## src/rtl/uart_rx_core_pkg.sv

```systemverilog
// Shared UART definitions: receiver FSM states and
// oversampling constants, also used by the TX side.
package uart_rx_core_pkg;

  typedef enum logic [1:0] {
    IDLE,
    START,
    DATA,
    STOP
  } state_t;

  localparam int OVERSAMPLE = 16;
  localparam logic [3:0] MID_SAMPLE = 4'd7;
  localparam logic [3:0] LAST_SAMPLE =
    4'(OVERSAMPLE - 1);

endpackage

```

## src/rtl/uart_rx_core_baud_gen.sv

```systemverilog
// Oversample tick generator: one registered tick
// every prescale+1 cycles, held cleared by clr.
module uart_baud_gen #(
  parameter int PRESCALE_W = 16
) (
  input  logic                  PCLK,
  input  logic                  PRESETn,
  input  logic                  clr,
  input  logic [PRESCALE_W-1:0] prescale,
  output logic                  tick
);

  logic [PRESCALE_W-1:0] cnt;

  // >= so a lowered prescale wraps on the next cycle
  always_ff @(posedge PCLK or negedge PRESETn) begin
    if (!PRESETn) begin
      cnt  <= '0;
      tick <= 1'b0;
    end else if (clr) begin
      cnt  <= '0;
      tick <= 1'b0;
    end else if (cnt >= prescale) begin
      cnt  <= '0;
      tick <= 1'b1;
    end else begin
      cnt  <= cnt + 1'b1;
      tick <= 1'b0;
    end
  end

endmodule

```

## src/rtl/uart_rx_core.sv

```systemverilog
// UART 8N1 receive front-end: synchronises RsRx,
// deframes characters and strobes the RX FIFO.
module uart_rx_core
  import uart_rx_core_pkg::*;
#(
  parameter int PRESCALE_W = 16,
  parameter int DATA_BITS  = 8
) (
  input  logic                  PCLK,
  input  logic                  PRESETn,
  input  logic                  en,
  input  logic [PRESCALE_W-1:0] prescale,
  input  logic                  rx_in,
  input  logic                  fifo_full,
  output logic [DATA_BITS-1:0]  rx_data,
  output logic                  rx_wr,
  output logic                  frame_err,
  output logic                  overrun_err,
  output logic                  busy
);

  localparam int BW = $clog2(DATA_BITS + 1);

  logic                 sync1;
  logic                 rx_s;
  logic                 rx_prev;
  logic                 tick;
  logic                 fall;
  logic                 mid_start;
  logic                 mid_bit;
  logic                 last_bit;
  logic                 wr_d;
  logic                 ferr_d;
  logic                 ovr_d;
  logic [3:0]           scnt;
  logic [BW-1:0]        bidx;
  logic [DATA_BITS-1:0] shreg;
  state_t               state;
  state_t               state_nxt;

  always_ff @(posedge PCLK or negedge PRESETn) begin
    if (!PRESETn) begin
      sync1   <= 1'b1;
      rx_s    <= 1'b1;
      rx_prev <= 1'b1;
    end else begin
      sync1   <= rx_in;
      rx_s    <= sync1;
      rx_prev <= rx_s;
    end
  end

  uart_baud_gen #(
    .PRESCALE_W (PRESCALE_W)
  ) u_baud (
    .PCLK     (PCLK),
    .PRESETn  (PRESETn),
    .clr      (!en || state == IDLE),
    .prescale (prescale),
    .tick     (tick)
  );

  assign fall      = rx_prev & ~rx_s;
  assign mid_start = tick && scnt == MID_SAMPLE;
  assign mid_bit   = tick && scnt == LAST_SAMPLE;
  assign last_bit  = bidx == BW'(DATA_BITS - 1);
  assign busy      = state != IDLE;

  always_ff @(posedge PCLK or negedge PRESETn) begin
    if (!PRESETn) state <= IDLE;
    else          state <= state_nxt;
  end

  always_comb begin
    state_nxt = state;
    if (!en) begin
      state_nxt = IDLE;
    end else begin
      unique case (state)
        IDLE:  if (fall) state_nxt = START;
        START: if (mid_start)
                 state_nxt = rx_s ? IDLE : DATA;
        DATA:  if (mid_bit && last_bit)
                 state_nxt = STOP;
        STOP:  if (mid_bit) state_nxt = IDLE;
        default: state_nxt = IDLE;
      endcase
    end
  end

  always_comb begin
    wr_d   = 1'b0;
    ferr_d = 1'b0;
    ovr_d  = 1'b0;
    if (en && state == STOP && mid_bit) begin
      wr_d   = rx_s && !fifo_full;
      ovr_d  = rx_s && fifo_full;
      ferr_d = !rx_s;
    end
  end

  always_ff @(posedge PCLK or negedge PRESETn) begin
    if (!PRESETn) begin
      scnt        <= '0;
      bidx        <= '0;
      shreg       <= '0;
      rx_data     <= '0;
      rx_wr       <= 1'b0;
      frame_err   <= 1'b0;
      overrun_err <= 1'b0;
    end else begin
      rx_wr       <= wr_d;
      frame_err   <= ferr_d;
      overrun_err <= ovr_d;
      if (wr_d) rx_data <= shreg;
      if (state == IDLE || state_nxt != state)
        scnt <= '0;
      else if (tick)
        scnt <= scnt + 4'd1;
      if (state != DATA)
        bidx <= '0;
      else if (mid_bit)
        bidx <= bidx + 1'b1;
      if (en && state == DATA && mid_bit)
        shreg <= {rx_s, shreg[DATA_BITS-1:1]};
    end
  end

endmodule
```

## config.mk

```make
export PLATFORM = sky130hd
export DESIGN_NAME = uart_rx_core
export DESIGN_NICKNAME = d
export VERILOG_FILES = /design/src/rtl/uart_rx_core_pkg.sv /design/src/rtl/uart_rx_core_baud_gen.sv /design/src/rtl/uart_rx_core.sv
export SDC_FILE = /design/constraint.sdc
export NUM_CORES = 1
export LEC_CHECK = 0
export CAP_MARGIN = 40
export CORE_MARGIN = 2
export CORE_UTILIZATION = 42
export DETAILED_ROUTE_END_ITERATION = 10
export PLACE_DENSITY = 0.74
export SYNTH_ARGS = -nofsm -noshare
export SYNTH_HDL_FRONTEND = slang
export SYNTH_HIERARCHICAL = 1
export SYNTH_SLANG_ARGS = --single-unit
```

## constraint.sdc

```tcl
create_clock -name PCLK -period 3.1 [get_ports PCLK]
set_input_delay 0.62 -clock PCLK [delete_from_list [all_inputs] [get_ports PCLK]]
set_output_delay 0.62 -clock PCLK [all_outputs]
set_load 0.005 [all_outputs]
```

==> impl_metrics.yaml <==
run_status:
  outcome: "finished, final reports clean"
route:
  drt_first_pass_iters: 3
  dr_total_vias: 1767
  routedWlPerCell_um: 13.17
  finalWirelength_mm: 4.556
  drc_errors: 0
  via_per_inst: 5.107
  antenna_left: 0
  first_iter_violations: 81
worst_setup_path:
  critical_path_required_ns: 3.29
  cp-end-kind: "register"
  timing.critical_path.from_type: "input port"
  worstPathArrival_ns: 2.55
  worstSetupPathType: "in2reg"
  worst_path_max_delay_cell: "sky130_fd_sc_hd__clkdlybuf4s50_1"
  cp_slowest_stage_delay_ns: 0.45
  cp_max_fanout: 16
  critical_path.cell_chain: "clkdlybuf4s50_1 > inv_1 > ha_1 > nand4_1 > or2_1 > or4_4 > nand4_4 > nor2_1"
  worst_path_dominant_cell_family: "simple AND/OR/NAND/NOR gates"
  worst-path-buf-inv: 2
power:
  report.power.total_uw: 1093
  cellInternalPower_uw: 841.6
  pwr_density_cell_mw_per_mm2: 361.3
  leakage_uw: 0.001408
  comb_power_share_pct: 7.0
  ir_drop_worst_case_vdd_mv: 0.1851
  switch_share_pct: 23.03
  power.clock.fraction_pct: 33.7
  power_frac_seq_pct: 59.3
  total_net_switching_power_uw: 251.8
yosys:
  synthesis.area_mm2: 0.002551
  netlist-cell-type-count: 40
  synthFlopType: "sky130_fd_sc_hd__dfrtp_1"
  synth_seq_area_share_pct: 48.21
  synth_enable_flop_cells: 0
  postSynth.asyncResetShare_pct: 100.0
  register_bit_total_from_synthesis: 49
  synth_area_per_cell_um2: 10.86
  count_of_mapped_cells_out_of_synthesis: 235
  ys.warnings.count: 6
  syn_nets: 275
layout:
  final_common_cell: "sky130_fd_sc_hd__dfrtp_1"
  instances_no_fill: 346
  final_area_mm2: 0.003027
  num-nets-final: 310
  antennaDiodeCount: 0
  area.growth.synth_to_final_pct: 18.64
  fill_cells: 543
  commonest_cells_after_routing_fill_and_taps_aside: "sky130_fd_sc_hd__dfrtp_1, sky130_fd_sc_hd__clkdlybuf4s50_1, sky130_fd_sc_hd__nor2_1"
  drive_gt1_share_pct: 12.55
timing:
  rsz0062_at_grt: "no"
  totalNegativeSetupSlack_ns: 0
  final-hold-violation-count: 0
  slew_headroom_pct: 59.20
  finalWorstPathRequiredPeriod_ns: 2.369
  slew_violations: 0
  finalSetupViolCount: 0
  max_freq_mhz: 422.2
  worst_skew_ns: 0.002499
  final_min_period_over_clock_period_pct: 76.41
  worst_pin_slew_ns: 0.6087
grt:
  wire_length_of_the_first_global_routing_pass_mm: 8.176
  grt_start_max_net_pins: 39
  antenna_violations_before_repair: 0
  vias_in_the_first_global_route: 1806
  gr-total-overflow: 0
  grtUsageTotal_pct: 16.18
clock_network:
  worst_skew_pair.late_latency_ns: 0.30
  cts_max_level: 2
  tritoncts_clock_tree: "built"
  clockBufferDepth: 2
  clk_transition_reported_paths_ns: 0.09
  post_cts_setup_inserts: 0
  cts.root.buffer_cell: "sky130_fd_sc_hd__clkbuf_8"
  cts_resized: 0
  clock_sinks: 49
  cts_buffers: 5
  holdBufCountCts: 0
place:
  place_area_mm2: 0.002939
  place.detailed.hpwl_mm: 3.514
  portBuffers: 32
  place_inst: 338
  gpl.final_weighted_congestion: 0.7882
die:
  chipHeight_um: 81.94
  floorplan.io_pins: 33
  rows: 28
  coreArea_mm2: 0.005886
  floorplan.die_area_mm2: 0.006713
  die_width_um: 81.94
  initial_standard_cell_utilization_of_the_core_pct: 43.35
run:
  maxCapViolCount: 0
min_path:
  timing.hold.worst.class: "in2async"
## path summary, 6_finish.rpt
path,from,end,slack [ns],depth (start not counted)
worst min-delay path,PRESETn,state[1],0.19,1
max in group asynchronous,PRESETn,rx_prev,2.36,2
min in group PCLK,sync1,rx_s,0.36,0
worst min register to register,sync1,rx_s,0.36,0
worst max register to register,scnt[0],rx_data[6],0.96,5
worst max-delay path,prescale[15],u_baud/cnt[11],0.73,8
## cell usage after synthesis, types with 3 or more instances
cell type | count | area share [%]
sky130_fd_sc_hd__dfrtp_1 | 46 | 45
sky130_fd_sc_hd__xor2_1 | 12 | 4.1
sky130_fd_sc_hd__nor3_1 | 8 | 1.6
sky130_fd_sc_hd__nand4_1 | 7 | 1.7
sky130_fd_sc_hd__xnor2_1 | 8 | 2.7
sky130_fd_sc_hd__a21oi_1 | 5 | 0.98
sky130_fd_sc_hd__nand2_1 | 8 | 1.2
sky130_fd_sc_hd__dfstp_2 | 3 | 3.1
sky130_fd_sc_hd__mux2_2 | 16 | 7.1
sky130_fd_sc_hd__nor2_1 | 27 | 4.0
sky130_fd_sc_hd__nand3_1 | 11 | 2.2
sky130_fd_sc_hd__buf_6 | 3 | 1.3
sky130_fd_sc_hd__o21ai_0 | 3 | 0.59
sky130_fd_sc_hd__ha_1 | 19 | 9.3
sky130_fd_sc_hd__inv_1 | 23 | 3.4
sky130_fd_sc_hd__and3_1 | 4 | 0.98
## sequential cells by signal (all words and copies together), names as in the netlist
name         flops
bidx             4
frame_err        1
overrun_err      1
rx_data          8
rx_prev          1
rx_s             1
rx_wr            1
scnt             4
shreg            8
state            2
sync1            1
u_baud/cnt      16
u_baud/tick      1
## layer usage
metal	GRT usage [%]	vias up	share of wire, %
met3	3.187	7	2.6
met5	0	-	0
met1	20.18	859	46
met4	8.833	0	2.5
li1	-	879	-
met2	26.34	22	49
## worst register-to-register path: stages, from the launching register on
cell and delay, ns:
sky130_fd_sc_hd__dfrtp_1 0.40, sky130_fd_sc_hd__ha_1 0.20, sky130_fd_sc_hd__and3_1 0.39, sky130_fd_sc_hd__nand2_4 0.12, sky130_fd_sc_hd__nor4_4 0.53, sky130_fd_sc_hd__mux2_2 0.40
## power groups by stage
stage	Combinational [uW]	Clock [uW]	Sequential, uW
floorplan	30.7	0	658
global placement	74.0	0	660
detailed placement	78.2	0	661
CTS	78.8	385	648
global route	88.7	404	649
finish	76.6	369	648
## cell type report
class | instances | area, um2 | share of cell area (%)
clock inverters | 2 | 15.01 | 0.4961
multi-input cells | 158 | 1194 | 39.44
repair buffers | 33 | 335.3 | 11.08
inverters | 23 | 86.33 | 2.852
flip-flops and latches | 49 | 1230 | 40.64
clock buffers | 6 | 72.57 | 2.398
well taps | 75 | 93.84 | 3.100
## metrics by stage
step                worst slack [ns]  hold WS (ns)  utilization [%]
finish                        0.7314        0.1896            51.42
global route                  0.5597        0.2020            51.42
CTS                           0.7183        0.1882            51.42
detailed placement            0.3814        0.3487            49.94
global placement              0.4450        0.3471            49.60
floorplan                     0.9592        0.3244                -
## kinds of logic after synthesis
| kind of cell | share of synthesized area (%) |
|---|---|
| buf+inv | 5.002 |
| mux | 7.455 |
| flops | 48.21 |
| xor+xnor | 6.866 |
| fa+ha+maj | 9.318 |
| simple gates | 17.56 |
| compound gates | 5.591 |
Power figures use the tool's default switching activity.
